## src/rtl/led_pkg.sv

```systemverilog
// Shared definitions for the LED chaser: mode encodings and the pattern
// state enum. Imported by led_chaser and led_step_timer.
package led_pkg;

  localparam logic [1:0] MODE_ROL    = 2'b00;
  localparam logic [1:0] MODE_ROR    = 2'b01;
  localparam logic [1:0] MODE_BOUNCE = 2'b10;
  localparam logic [1:0] MODE_FILL   = 2'b11;

  typedef enum logic {
    IDLE   = 1'b0,
    ACTIVE = 1'b1
  } state_t;

endpackage

```

## src/rtl/led_step_timer.sv

```systemverilog
// Free-running prescaler that produces one tick per step period.
// Period P = STEP_CYCLES >> speed; the timer counts 0..P-1 while run = 1.
// Ports:
//   clk, rst_n : clock, asynchronous active-low reset
//   run        : 1 = count, 0 = hold timer (no tick)
//   clear      : forces the timer back to 0 (used on a mode change)
//   speed      : period select, each increment halves the period
//   tick       : high in the cycle the timer reaches the end of the period
module led_step_timer
  import led_pkg::*;
#(
  parameter int STEP_CYCLES = 50_000_000,
  parameter int TW          = $clog2(STEP_CYCLES)
) (
  input  logic       clk,
  input  logic       rst_n,
  input  logic       run,
  input  logic       clear,
  input  logic [1:0] speed,
  output logic       tick
);

  localparam logic [31:0] STEP_U = 32'(STEP_CYCLES);

  logic [TW-1:0] timer;
  logic [31:0]   period_m1;

  assign period_m1 = (STEP_U >> speed) - 32'd1;

  // A >= compare (not ==) so that switching to a shorter period while the
  // timer is already past the new end ticks at once instead of wrapping.
  assign tick = run && (32'(timer) >= period_m1);

  always_ff @(posedge clk or negedge rst_n) begin
    if (!rst_n) begin
      timer <= '0;
    end else if (clear || tick) begin
      timer <= '0;
    end else if (run) begin
      timer <= timer + TW'(1);
    end
  end

endmodule

```

## src/rtl/led_chaser.sv

```systemverilog
// Parametrised LED pattern generator: rotate left, rotate right, bounce and
// fill bar, advanced one step per prescaler period, with run/pause control.
// Ports:
//   clk, rst_n : clock, asynchronous active-low reset
//   run        : 1 = advance, 0 = pause (timer and LEDs hold)
//   mode       : 00 rotate left, 01 rotate right, 10 bounce, 11 fill bar
//   speed      : step period = STEP_CYCLES >> speed
//   led        : registered LED drive, 1 = on
//   step       : one-cycle pulse in the cycle led updates
//   wrap       : one-cycle pulse with step when the pattern returns to start
module led_chaser
  import led_pkg::*;
#(
  parameter int LED_NUM     = 4,
  parameter int STEP_CYCLES = 50_000_000
) (
  input  logic               clk,
  input  logic               rst_n,
  input  logic               run,
  input  logic [1:0]         mode,
  input  logic [1:0]         speed,
  output logic [LED_NUM-1:0] led,
  output logic               step,
  output logic               wrap
);

  localparam int TW = $clog2(STEP_CYCLES);
  localparam logic [LED_NUM-1:0] LSB = LED_NUM'(1);
  localparam logic [LED_NUM-1:0] MSB = LSB << (LED_NUM - 1);

  state_t             state_q, state_d;
  logic [1:0]         mode_q;
  logic [LED_NUM-1:0] led_d;
  logic               dir_up, dir_d;
  logic               step_d, wrap_d;
  logic               mode_chg;
  logic               tick;
  logic               go_up;

  assign mode_chg = (mode != mode_q);

  led_step_timer #(
    .STEP_CYCLES(STEP_CYCLES),
    .TW         (TW)
  ) u_timer (
    .clk  (clk),
    .rst_n(rst_n),
    .run  (run),
    .clear(mode_chg),
    .speed(speed),
    .tick (tick)
  );

  // Bounce turns around at either end; away from the ends it keeps its
  // direction, so the end bits are shown once per pass.
  assign go_up = dir_up ? !led[LED_NUM-1] : led[0];

  always_comb begin
    state_d = state_q;
    led_d   = led;
    dir_d   = dir_up;
    step_d  = 1'b0;
    wrap_d  = 1'b0;
    if (mode_chg) begin
      // Mode change wins over tick and run: restart from a dark bank.
      state_d = IDLE;
      led_d   = '0;
      dir_d   = 1'b1;
    end else if (tick) begin
      step_d = 1'b1;
      if (state_q == IDLE) begin
        state_d = ACTIVE;
        dir_d   = 1'b1;
        led_d   = (mode_q == MODE_ROR) ? MSB : LSB;
      end else begin
        case (mode_q)
          MODE_ROL: begin
            led_d  = (led << 1) | (led >> (LED_NUM - 1));
            wrap_d = (led_d == LSB);
          end
          MODE_ROR: begin
            led_d  = (led >> 1) | (led << (LED_NUM - 1));
            wrap_d = (led_d == MSB);
          end
          MODE_BOUNCE: begin
            if (LED_NUM == 1) begin
              // Single LED: nowhere to move, every step is a full period.
              wrap_d = 1'b1;
            end else begin
              led_d  = go_up ? (led << 1) : (led >> 1);
              dir_d  = go_up;
              wrap_d = (led_d == LSB);
            end
          end
          MODE_FILL: begin
            // Thermometer grows by one bit per step; full bar goes dark,
            // and the dark state restarts at a single bit.
            led_d  = (&led) ? '0 : ((led << 1) | LSB);
            wrap_d = (led_d == LSB);
          end
        endcase
      end
    end
  end

  always_ff @(posedge clk or negedge rst_n) begin
    if (!rst_n) begin
      state_q <= IDLE;
      mode_q  <= MODE_ROL;
      led     <= '0;
      dir_up  <= 1'b1;
      step    <= 1'b0;
      wrap    <= 1'b0;
    end else begin
      state_q <= state_d;
      mode_q  <= mode;
      led     <= led_d;
      dir_up  <= dir_d;
      step    <= step_d;
      wrap    <= wrap_d;
    end
  end

endmodule

```

## config.mk

```make
export PLATFORM = sky130hd
export DESIGN_NAME = led_chaser
export DESIGN_NICKNAME = d
export VERILOG_FILES = /design/src/rtl/led_pkg.sv /design/src/rtl/led_step_timer.sv /design/src/rtl/led_chaser.sv
export SDC_FILE = /design/constraint.sdc
export NUM_CORES = 1
export LEC_CHECK = 0
export CORE_UTILIZATION = 50
export DETAILED_ROUTE_END_ITERATION = 10
export GPL_TIMING_DRIVEN = 0
export PLACE_DENSITY = 0.65
export SYNTH_ARGS = -nofsm -noshare
export SYNTH_HDL_FRONTEND = slang
export SYNTH_HIERARCHICAL = 1
export SYNTH_SLANG_ARGS = --single-unit
```

## constraint.sdc

```tcl
create_clock -name clk -period 4.29 [get_ports clk]
set_input_delay 1.0725 -clock clk [delete_from_list [all_inputs] [get_ports clk]]
set_output_delay 1.0725 -clock clk [all_outputs]
set_load 0.005 [all_outputs]
```

* Word-level counts from Yosys, hierarchy flattened
Cells that the tools add are included. Widths: inputs -> output; s select.
Word-level totals: register bits 36, bits of input ports 7
Cells by class: add/subtract/negate cells 2, $lt $le $gt $ge 1, equality and inequality tests 9, shifts and indexed selects 1, muxes and demuxes 22, bitwise logic cells 2, reduce and logical (&&, ||, !) cells 8
Operators with widths (number):
- $mux 26 | 2
- $ge 26x32->1 | 1
- $shr 26x2->32 const A | 1
- $sub 32x1->32 const B | 1
- $add 26x1->26 const B | 1
- $mux 4 | 6
- $pmux 4 s4 | 1
- $eq 4x1->1 const B | 3
- $mux 1 | 12
- $eq 2x2->1 const B | 2
- $eq 4x4->1 const B | 1
- $or 3x4->4 | 1
- $or 4x1->4 | 1
- $pmux 1 s4 | 1
- $reduce_and 4->1 | 1
- $reduce_bool 2->1 | 2
- $ne 3x1->1 const B | 1
- $eq 2x1->1 const B | 1
- $logic_not 2->1 | 1
- $ne 2x2->1 | 1
- $reduce_and 2->1 | 1
- $logic_and 1x1->1 | 1
- $logic_not 1->1 | 1
- $logic_or 1x1->1 | 1

* Longest topological paths before layout
word-level depth 8, mapped depth 15, gate-level depth less buffers 13

* Hierarchy
The synthesis kept the hierarchy.
By module, submodules not included:
- led_step_timer | times used 1, cells an instance 210, area an instance 1981.9 µm², sequential area each 650.6 µm²
- led_chaser | times used 1, cells an instance 80, area an instance 724.4 µm², sequential area each 251.5 µm²

* Least setup slack after synthesis
OpenSTA, ideal clock, no wires.
path kind input to register, start point input speed[0], end point register led[2], library setup time 122 ps, arrival time 3630 ps, required time 4168 ps, path slack 538 ps, stages on the path 15, path buffers 2, cells stage by stage nor2_1 -> inv_1 -> ha_1 -> ha_1 -> nand4_1 -> o22ai_1 -> a211o_1 -> a221o_1 -> a211oi_2 -> nor2b_4 -> buf_6 -> clkbuf_1 -> nand2_1 -> nor2_1 -> a32o_1
On the way: longest elaborated chain between the ends 5
RTL lines:
- from (decl) | line led_chaser.sv:21 | input logic [1:0] speed,
- $shr 26x2->32 | line led_step_timer.sv:28 | assign period_m1 = (STEP_U >> speed) - 32'd1;
- $sub 32x1->32 | line led_step_timer.sv:28
- $ge 26x32->1 | line led_step_timer.sv:32 | assign tick = run && (32'(timer) >= period_m1);
- $logic_and 1x1->1 | line led_step_timer.sv:32
- net tick | line led_chaser.sv:37 | logic tick;
- $reduce_bool 2->1 (no source line)
- to (signal assigned) | line led_chaser.sv:117 | led <= led_d;
- to (decl) | line led_chaser.sv:22 | output logic [LED_NUM-1:0] led,
The timed path passes the listed nets, and every way through them passes these cells. A chain may end at the register's enable or synchronous reset.

* Worst setup path in the final report
start point input speed[1], end point register led[2]
Same word-level chain as after synthesis.

==> summary.txt <==
Status
  • Status: finished clean

STA
  • Final max-slew violation count: 0
  • Post-route clock period utilization: 93.82%
  • Setup WS post-layout: 0.2652 ns
  • Setup violations, final: 0
  • Final min period: 4.025 ns
  • Max Freq: 248.5 MHz
  • Final hold violation count: 0
  • Setup Skew: 0.007432 ns
  • Worst relative slew slack: 43.04%
  • Pin slew with the least headroom to its limit: 0.8544 ns
  • RSZ-0062 raised after global routing: false

Critical path
  • Reg2reg setup slack: 1.49 ns
  • Element type at the critical path end: flip-flop
  • CP max FO: 18
  • Worst setup path end: led[2]$_DFFE_PN0P_
  • Crit start category: primary input
  • Worst EP required: 4.47 ns
  • CP startpoint: speed[1]
  • Critical path arrival: 4.21 ns
  • Reg-to-Reg End: u_timer/timer[25]$_DFFE_PN0P_
  • Reg2Reg Launch Point: mode_q[0]$_DFF_PN0_
  • CP Class: in2reg
  • Reg2Reg Depth: 11

Clock network
  • CTS sink count: 36
  • Clock Latency Late Sink: 0.29 ns
  • Hold buffer count at cts: 0
  • Clock root cell: clkbuf_8
  • CTS Buf Count: 5
  • H-tree depth: 2
  • CTS tree: yes
  • Max Root-Sink Buffers: 2
  • Clock transition at the registers of the reported paths: 0.08 ns

Global routing
  • Global-route wire length before repair: 9494 um
  • GRT overflow: 0
  • GRT met1 Usage: 34.14%
  • Grt met3 use: 3.968%
  • Met2 Track Usage GR: 31.45%
  • Number of global-route vias before repair: 1941
  • Largest net degree at the start of global routing: 37
  • Total GRT Usage: 22.21%
  • Initial antenna violation count: 0
  • Most Crowded Layer GR: met1

Synthesis
  • Area leader, netlist: dfrtp_1
  • Synth warn: 6
  • Mapped Area: 2706 sq um
  • Avg Cell Area, Syn: 9.332 sq um
  • EDFF count, synth: 0
  • Post-synth top cells: 35 x dfrtp_1, 26 x nand2_1, 21 x ha_1
  • Flop and latch count out of synthesis: 36
  • Yosys cell types: 66
  • Sequential share of the synthesized area: 33.33%
  • Net Count, Synth: 318
  • Post-Synthesis Cells: 290
  • Top-count cell post-synth: dfrtp_1
  • Top cell type's share of synthesized area: 32.36%
  • Top_reg_cell synth: dfrtp_1
  • FFs w/ async S/R, synth: 100.0%
  • Synth top area cells: dfrtp_1 32%, ha_1 9.7%, nor3_2 7.0%

Floorplanning
  • I/O pin count: 13
  • Core area: 5172 sq um
  • Die Width: 75.57 um
  • Die area: 5711 sq um
  • # rows: 26
  • Initial core utilization: 52.32%
  • Die Span Y: 75.57 um

Cells and area
  • Storage cell area: 902.1 sq um
  • Area of the multi-input gates: 1668 sq um
  • # fillers: 476
  • Layout Utilization: 58.71%
  • N_diodes: 0
  • Area Overhead vs Synth: 12.21%
  • Nets: 337
  • Layout cells sized above 1: 17.10%

Power
  • Tot Pwr: 0.7201 mW
  • Pleak: 1.273 nW
  • Sequential Power Share: 47.6%
  • Worst VDD drop: 164.1 uV
  • Gate power share: 10.5%
  • Cell Pwr Density: 237.1 nW/um^2
  • Clock Power Share: 41.8%
  • Net Switching: 0.1805 mW
  • Switching share of power: 25.07%
  • Cell Int Power: 0.5395 mW

Placed design
  • Number of port buffers: 12
  • GP Congestion: 0.8489
  • Detailed Place HPWL: 4191 um
  • Dpl ws: -0.6103 ns

Route
  • Initial DRT Pass Iterations: 4
  • Via/cell ratio: 5.645
  • # DRC: 0
  • Detailed Route WL: 5654 um
  • Drt first-iter violations: 144
  • Avg WL per Cell: 14.88 um
  • Post-route antenna net violation count: 0
  • Via count: 2145

Min path
  • Hold_sp: u_timer/timer[1]$_DFFE_PN0P_
  • Hold crit path type: reg2reg

Job
  • Max_cap viols: 0
==> sequential cells by signal, indices dropped and copies added, names as in the netlist <==
register,flops
u_timer/timer,26
led,4
mode_q,2
dir_up,1
state_q,1
step,1
wrap,1
==> critical path, stage by stage <==
cell and delay (ns):
clkdlybuf4s50_1 0.53, nor2_4 0.20, inv_1 0.06, ha_1 0.27, ha_1 0.31, nand4_1 0.10, o22ai_1 0.07, a211o_1 0.23
a221o_1 0.36, a211oi_4 0.32, nor2b_4 0.10, buf_6 0.18, nand2_1 0.08, nor2_1 0.07, a32o_1 0.24
==> power by group through the flow <==
stage / logic, mW / registers [mW] / clock network [mW]
2_1_floorplan: 0.0475 / 0.349 / 0
3_3_place_gp: 0.0747 / 0.350 / 0
3_5_place_dp: 0.0752 / 0.350 / 0
4_1_cts: 0.0762 / 0.343 / 0.312
5_1_grt: 0.0840 / 0.343 / 0.327
6_report: 0.0758 / 0.343 / 0.301
==> stage by stage <==
stage	setup TNS, ns	instances	hold slack [ns]	cell area [sq um]
6_report	0	380	0.5304	3037
2_1_floorplan	0	290	0.4761	2706
3_3_place_gp	-5.022	372	0.5072	2914
3_5_place_dp	-4.639	372	0.5151	2909
4_1_cts	0	381	0.5337	3040
5_1_grt	0	380	0.5645	3037
==> layout by cell type, fill, tap and decap left out, drive strengths merged, types with 2 or more instances in the layout <==
master / instances
clkdlybuf4s50: 10
o21bai: 2
dfrtp: 35
and3: 5
nor2: 20
conb: 2
o21ai: 11
ha: 21
and3b: 2
xnor2: 13
nor3b: 2
a32o: 2
a21oi: 11
nand2: 26
nor4bb: 2
xor2: 12
nor4: 3
nor3: 27
nand2b: 5
or2: 2
nand4: 5
o211ai: 4
clkbuf: 11
nor2b: 6
inv: 12
a31oi: 2
buf: 12
a21boi: 3
a311oi: 3
nand3: 13
==> kinds of logic (layout without fill, tap and decap cells) <==
kind of cell	count (synthesis)	after routing	share of synthesized area [%]
flip-flops	36	36	33.33
AND/OR/NAND/NOR	125	125	28.16
adder cells (fa/ha/maj)	21	21	9.709
multiplexers	1	1	0.3699
AO/OA/AOI/OAI	51	51	13.82
buffers and inverters	29	49	5.686
other	2	2	0.2775
XOR/XNOR	25	25	8.645
==> what timing repair did <==
item,in CTS,in global routing
endpoints found under the setup margin,8,6
cloned,0,0
gates resized for setup,5,0
pin swaps,1,0
buffers inserted,1,0
==> layout make-up <==
class / instances / area share [%]
flip-flops and latches: 36 / 29.71
clock buffers: 6 / 2.390
multi-input cells: 225 / 54.92
plain buffers: 16 / 3.461
clock inverters: 2 / 1.154
repair buffers: 13 / 3.997
inverters: 12 / 1.483
well taps: 70 / 2.884
==> metal layers <==
layer  vias up  part of all wire, %
met3         7                  2.2
li1       1065                    -
met2        19                   43
met5         -                    0
met4         0                  1.0
met1      1054                   54
==> worst min path at each step <==
stage	end	slack, ns	cells after the start
floorplan	u_timer/timer[1]$_DFFE_PN0P_	0.48	2
global placement	u_timer/timer[1]$_DFFE_PN0P_	0.51	2
detailed placement	u_timer/timer[1]$_DFFE_PN0P_	0.52	2
CTS	u_timer/timer[1]$_DFFE_PN0P_	0.53	2
global route	u_timer/timer[3]$_DFFE_PN0P_	0.56	1
finish	u_timer/timer[1]$_DFFE_PN0P_	0.53	2
No activity file was read; power rests on OpenSTA's default activity.
